File: src/rtl/gpio_in_debounce.sv
// Per-channel two-flop synchronizer and debounce filter for GPIO pad inputs.
// Optional macro GPIO_DEB_EDGE_EN adds registered RISE/FALL/CHANGE_OR pulses.
module gpio_in_debounce #(
    parameter int IO_NUM     = 8,
    parameter int DEB_CYCLES = 16
) (
    input  logic              PCLK,
    input  logic              PRESETN,
    input  logic [IO_NUM-1:0] PIN_RAW,
    output logic [IO_NUM-1:0] GPIO_IN_DEB,
    output logic [IO_NUM-1:0] RISE,
    output logic [IO_NUM-1:0] FALL,
    output logic              CHANGE_OR
);

    localparam int CNT_W = $clog2(DEB_CYCLES + 1);
    localparam logic [CNT_W-1:0] CNT_LAST = CNT_W'(DEB_CYCLES - 1);
    localparam logic [CNT_W-1:0] CNT_ONE  = CNT_W'(1);
    localparam logic [CNT_W-1:0] CNT_ZERO = CNT_W'(0);

    logic [IO_NUM-1:0] sync1_r;
    logic [IO_NUM-1:0] sync2_r;
    logic [IO_NUM-1:0] stable_r;
    logic [IO_NUM-1:0] accept_s;
    logic [IO_NUM-1:0] stable_next_s;

    // Two-flop synchronizer: the only logic that samples the raw pads.
    always_ff @(posedge PCLK) begin
        if (!PRESETN) begin
            sync1_r <= {IO_NUM{1'b0}};
            sync2_r <= {IO_NUM{1'b0}};
        end else begin
            sync1_r <= PIN_RAW;
            sync2_r <= sync1_r;
        end
    end

    generate
        for (genvar i = 0; i < IO_NUM; i++) begin : g_chan
            logic [CNT_W-1:0] cnt_r;
            logic [CNT_W-1:0] cnt_next_s;
            logic             chan_accept_s;

            // Count consecutive disagreeing cycles; saturate into an acceptance.
            always_comb begin
                cnt_next_s    = CNT_ZERO;
                chan_accept_s = 1'b0;
                if (sync2_r[i] == stable_r[i]) begin
                    cnt_next_s    = CNT_ZERO;
                    chan_accept_s = 1'b0;
                end else if (cnt_r == CNT_LAST) begin
                    cnt_next_s    = CNT_ZERO;
                    chan_accept_s = 1'b1;
                end else begin
                    cnt_next_s    = cnt_r + CNT_ONE;
                    chan_accept_s = 1'b0;
                end
            end

            // Debounce counter register.
            always_ff @(posedge PCLK) begin
                if (!PRESETN) begin
                    cnt_r <= CNT_ZERO;
                end else begin
                    cnt_r <= cnt_next_s;
                end
            end

            assign accept_s[i] = chan_accept_s;
        end
    endgenerate

    // Accepted channels take the synchronized value; others hold.
    always_comb begin
        stable_next_s = (stable_r & ~accept_s) | (sync2_r & accept_s);
    end

    // Debounced level register.
    always_ff @(posedge PCLK) begin
        if (!PRESETN) begin
            stable_r <= {IO_NUM{1'b0}};
        end else begin
            stable_r <= stable_next_s;
        end
    end

    assign GPIO_IN_DEB = stable_r;

`ifdef GPIO_DEB_EDGE_EN
    logic [IO_NUM-1:0] rise_r;
    logic [IO_NUM-1:0] fall_r;
    logic              change_r;

    // Edge pulses register on the same edge as the level, so they line up with it.
    always_ff @(posedge PCLK) begin
        if (!PRESETN) begin
            rise_r   <= {IO_NUM{1'b0}};
            fall_r   <= {IO_NUM{1'b0}};
            change_r <= 1'b0;
        end else begin
            rise_r   <= accept_s & sync2_r;
            fall_r   <= accept_s & ~sync2_r;
            change_r <= |accept_s;
        end
    end

    assign RISE      = rise_r;
    assign FALL      = fall_r;
    assign CHANGE_OR = change_r;
`else
    assign RISE      = {IO_NUM{1'b0}};
    assign FALL      = {IO_NUM{1'b0}};
    assign CHANGE_OR = 1'b0;
`endif

endmodule
File: config.mk
export PLATFORM = sky130hd
export DESIGN_NAME = gpio_in_debounce
export DESIGN_NICKNAME = d
export VERILOG_FILES = /design/src/rtl/gpio_in_debounce.sv
export SDC_FILE = /design/constraint.sdc
export NUM_CORES = 1
export LEC_CHECK = 0
export CELL_PAD_IN_SITES_DETAIL_PLACEMENT = 0
export CELL_PAD_IN_SITES_GLOBAL_PLACEMENT = 1
export CORE_MARGIN = 3
export CORE_UTILIZATION = 42
export CTS_CLUSTER_DIAMETER = 60
export DETAILED_ROUTE_END_ITERATION = 10
export PLACE_DENSITY_LB_ADDON = 0.1
export SLEW_MARGIN = 40
export SYNTH_ARGS = -nofsm -noshare
export SYNTH_HDL_FRONTEND = slang
export SYNTH_SLANG_ARGS = --single-unit
File: constraint.sdc
create_clock -name PCLK -period 1.75 [get_ports PCLK]
set_input_delay 0.4375 -clock PCLK [delete_from_list [all_inputs] [get_ports PCLK]]
set_output_delay 0.4375 -clock PCLK [all_outputs]
set_load 0.02 [all_outputs]
==> results.toml <==
[synthesis]
post_synth_fa_ha_maj_area_fraction = 0.07964
postSynthAreaPerCell_um2 = 10.61
yosys.area_share.simple = 0.2111
synth_mux_area_frac = 0.03186
ys_warns = 0
ys_ff_latch = 64
synth-compound-area-share = 0
syn-instance-count = 237
yosys-top-cells-area = "sky130_fd_sc_hd__dfxtp_1 (51%), sky130_fd_sc_hd__ha_1 (8.0%), sky130_fd_sc_hd__nor2_1 (5.7%)"
main_combinational_cell_family_by_area_after_synthesis = "simple AND/OR/NAND/NOR gates"
syn-cell-area_mm2 = 0.002514
synthXorXnorAreaFrac = 0.08362
yosys.area.top_type = "sky130_fd_sc_hd__dfxtp_1"
yosysSeqAreaShare = 0.5097
synth_top_area_share = 0.5097
yosys.cell_types.count = 19

[timing]
clock_skew_ns = 0.004089
grt_setup_unrepaired = "no"
finalCritPeriodShare = 0.8505
period_needed_ns = 1.488
timing_max_transition_violations_final = 0
timing.final.hold_violations = 0
setup_viol = 0
fin_worst_hold_slack_ns = 0.4339
achievable-frequency_mhz = 671.9
final.setup.tns_ns = 0

[placed_design]
dp_cells = 323
port-buffer-count = 17
place_area_mm2 = 0.002706
hpwlAfterDp_um = 2194
gpl.final_weighted_congestion = 0.6874

[routing]
drtAntennaViolNets = 0
finalWirelength_um = 3109
wl_met2_um = 1341
total_vias_in_the_final_route = 1446
routed.top_layer = "met4"
met3_length_um = 193
drt_pass1_iterations = 3
sum_of_routed_wire_segments_on_met1_um = 1506
route.detailed.wl_per_inst_um = 9.171
detailed_router_s_first_iteration_violation_count = 31
drc = 0
route.detailed.vias_per_inst = 4.265

[cts]
htree_num_levels = 3
clk_transition_reported_paths_ns = 0.07
clock_sinks = 64
cts_root_buffer = "sky130_fd_sc_hd__clkbuf_8"
postCtsSetupRepairBufs = 0
insertion_delay_to_the_later_sink_of_the_worst_skew_pair_ns = 0.33
post_cts_hold_buffer_count = 0
clock_tree.buffer_depth = 2
numCtsBuffers = 9
cts_tree = "done"

[worst_setup_path]
worstReg2RegEnd = "g_chan[6].cnt_r[2]"
critical-path-max-stage-delay_ns = 0.37
r2r_start = "g_chan[6].cnt_r[0]"
worstPathRequired_ns = 1.31
critPathBufInv = 1
worstPathMaxFanout = 3
setup.reg_to_reg.worst_slack_ns = 0.36
worst_path_max_delay_cell = "sky130_fd_sc_hd__dfxtp_1"
reg2regPathDepth = 5
cp_top_family = "flip-flops"
end_kind = "output pin"
worstPathCellList = "dlygate4sd2_1"
timing.critical_path.from_type = "flip-flop"
critPathArrivalTime_ns = 1.05
critPathKind = "flip-flop to output pin"

[power]
powerDensity_mw_per_mm2 = 1068
power_switching_mw = 0.6068
peak_vdd_ir_mv = 0.9358
clockPowerShare = 0.493
power_leakage_nw = 1.338
netSwitchingFraction = 0.1926
combinationalPowerShare = 0.034
power_report.internal_total_mw = 2.544
pwr-share-seq = 0.473

[min_path]
hp-start = "sync1_r[7]"
hold_path_class = "flip-flop to flip-flop"
hold-path-cell-count = 1
holdPathEnd = "sync2_r[7]"

[finish]
layout.filler_cells = 523
post_route_cells_drive_above_1_share = 0.09363
flow.area_growth_from_synthesis_pct = 17.37
antenna_diode_count = 0
layout.cells.non_filler = 339
regArea_mm2 = 0.001281
multiInputGateArea_mm2 = 0.001085
finalInstanceArea_mm2 = 0.002950
final_common_cell = "sky130_fd_sc_hd__dfxtp_1"
nNetsFinal = 288
top_library_cells_by_usage_in_the_layout_fill_and_taps_aside = "sky130_fd_sc_hd__dfxtp_1 (64), sky130_fd_sc_hd__nor2_1 (38), sky130_fd_sc_hd__conb_1 (17)"

[floorplanning]
floorplan.initialDensity = 0.4456
design.core.area_mm2 = 0.005642
die_ar_mm2 = 0.006949
io-pin-count = 35
rows = 27
die_h_um = 83.36
die_w_um = 83.36

[global_route]
number_of_antenna_violations_at_the_first_check_in_global_routing = 0
grt_max_degree = 33
first_pass_grt_wire_length_um = 5437
grt_pass1_vias = 1279
global_route.usage.total = 0.1009
grt_overflow = 0

[outcome]
run_status = "complete, no violations"

[run]
cap_viol_max_count = 0
-- kinds of logic (layout without fill, tap and decap cells) --
kind of cell | Yosys count | after routing
buf+inv | 36 | 50
simple gates | 88 | 88
fa+ha+maj | 16 | 16
mux | 8 | 8
xor+xnor | 24 | 24
other cells | 1 | 17
flops | 64 | 64
-- power groups by stage --
stage | logic [mW] | clock network (mW) | registers [mW]
6_report | 0.108 | 1.55 | 1.49
5_1_grt | 0.120 | 1.67 | 1.49
4_1_cts | 0.110 | 1.62 | 1.49
3_5_place_dp | 0.110 | 0 | 1.52
3_3_place_gp | 0.109 | 0 | 1.52
2_1_floorplan | 0.108 | 0 | 1.52
-- metrics by stage --
step	utilization	power (mW)	setup WS, ns
6_report	0.5230	3.150	0.2616
5_1_grt	0.5230	3.282	0.1866
4_1_cts	0.5230	3.216	0.2296
3_5_place_dp	0.4797	1.632	0.1711
3_3_place_gp	0.4797	1.632	0.1951
2_1_floorplan	-	1.629	0.4888
-- area by class of cell --
cell class,instances,share of cell area
Timing Repair Buffer,18,0.06107
Clock buffer,11,0.05131
Clock inverter,5,0.03478
Inverter,16,0.02036
Sequential cell,64,0.4343
Tap cell,72,0.03053
Multi-Input combinational cell,153,0.3677
-- metal layers --
layer	up-vias	track usage
met5	-	0
met4	0	0.05349
met3	7	0.05952
met2	32	0.1480
met1	643	0.1147
li1	764	-
-- Yosys cell counts --
library cell and number:
sky130_fd_sc_hd__nor2_1 38, sky130_fd_sc_hd__buf_4 17, sky130_fd_sc_hd__dfxtp_1 64, sky130_fd_sc_hd__nand3b_1 2, sky130_fd_sc_hd__xor2_1 16, sky130_fd_sc_hd__and3_1 8, sky130_fd_sc_hd__inv_1 16, sky130_fd_sc_hd__nand3_1 8
sky130_fd_sc_hd__nand3b_4 6, sky130_fd_sc_hd__xnor2_1 8, sky130_fd_sc_hd__mux2i_1 8, sky130_fd_sc_hd__ha_1 16, sky130_fd_sc_hd__clkbuf_1 1, sky130_fd_sc_hd__buf_6 1, sky130_fd_sc_hd__nor2_2 2, sky130_fd_sc_hd__conb_1 1
sky130_fd_sc_hd__nor2b_1 8, sky130_fd_sc_hd__buf_2 1, sky130_fd_sc_hd__and2_1 16
-- how the worst max path moves through the flow --
stage	endpoint	depth (start not counted)
final	GPIO_IN_DEB[2]	1
after global routing	GPIO_IN_DEB[6]	1
after CTS	GPIO_IN_DEB[0]	1
after detailed placement	g_chan[5].cnt_r[2]	4
after global placement	g_chan[5].cnt_r[3]	4
after floorplan	g_chan[5].cnt_r[2]	5
-- worst reg2reg max path, delay by kind of cell (launching register included) --
kind,cells,cell delay [ns]
simple gates,3,0.57
flops,1,0.33
fa+ha+maj,2,0.42
-- what timing repair did --
action                     in CTS  in global routing
hold endpoints to repair        0                  0
resized for setup               8                  0
setup endpoints to repair       8                  0
(Power assumes the default switching activity.)
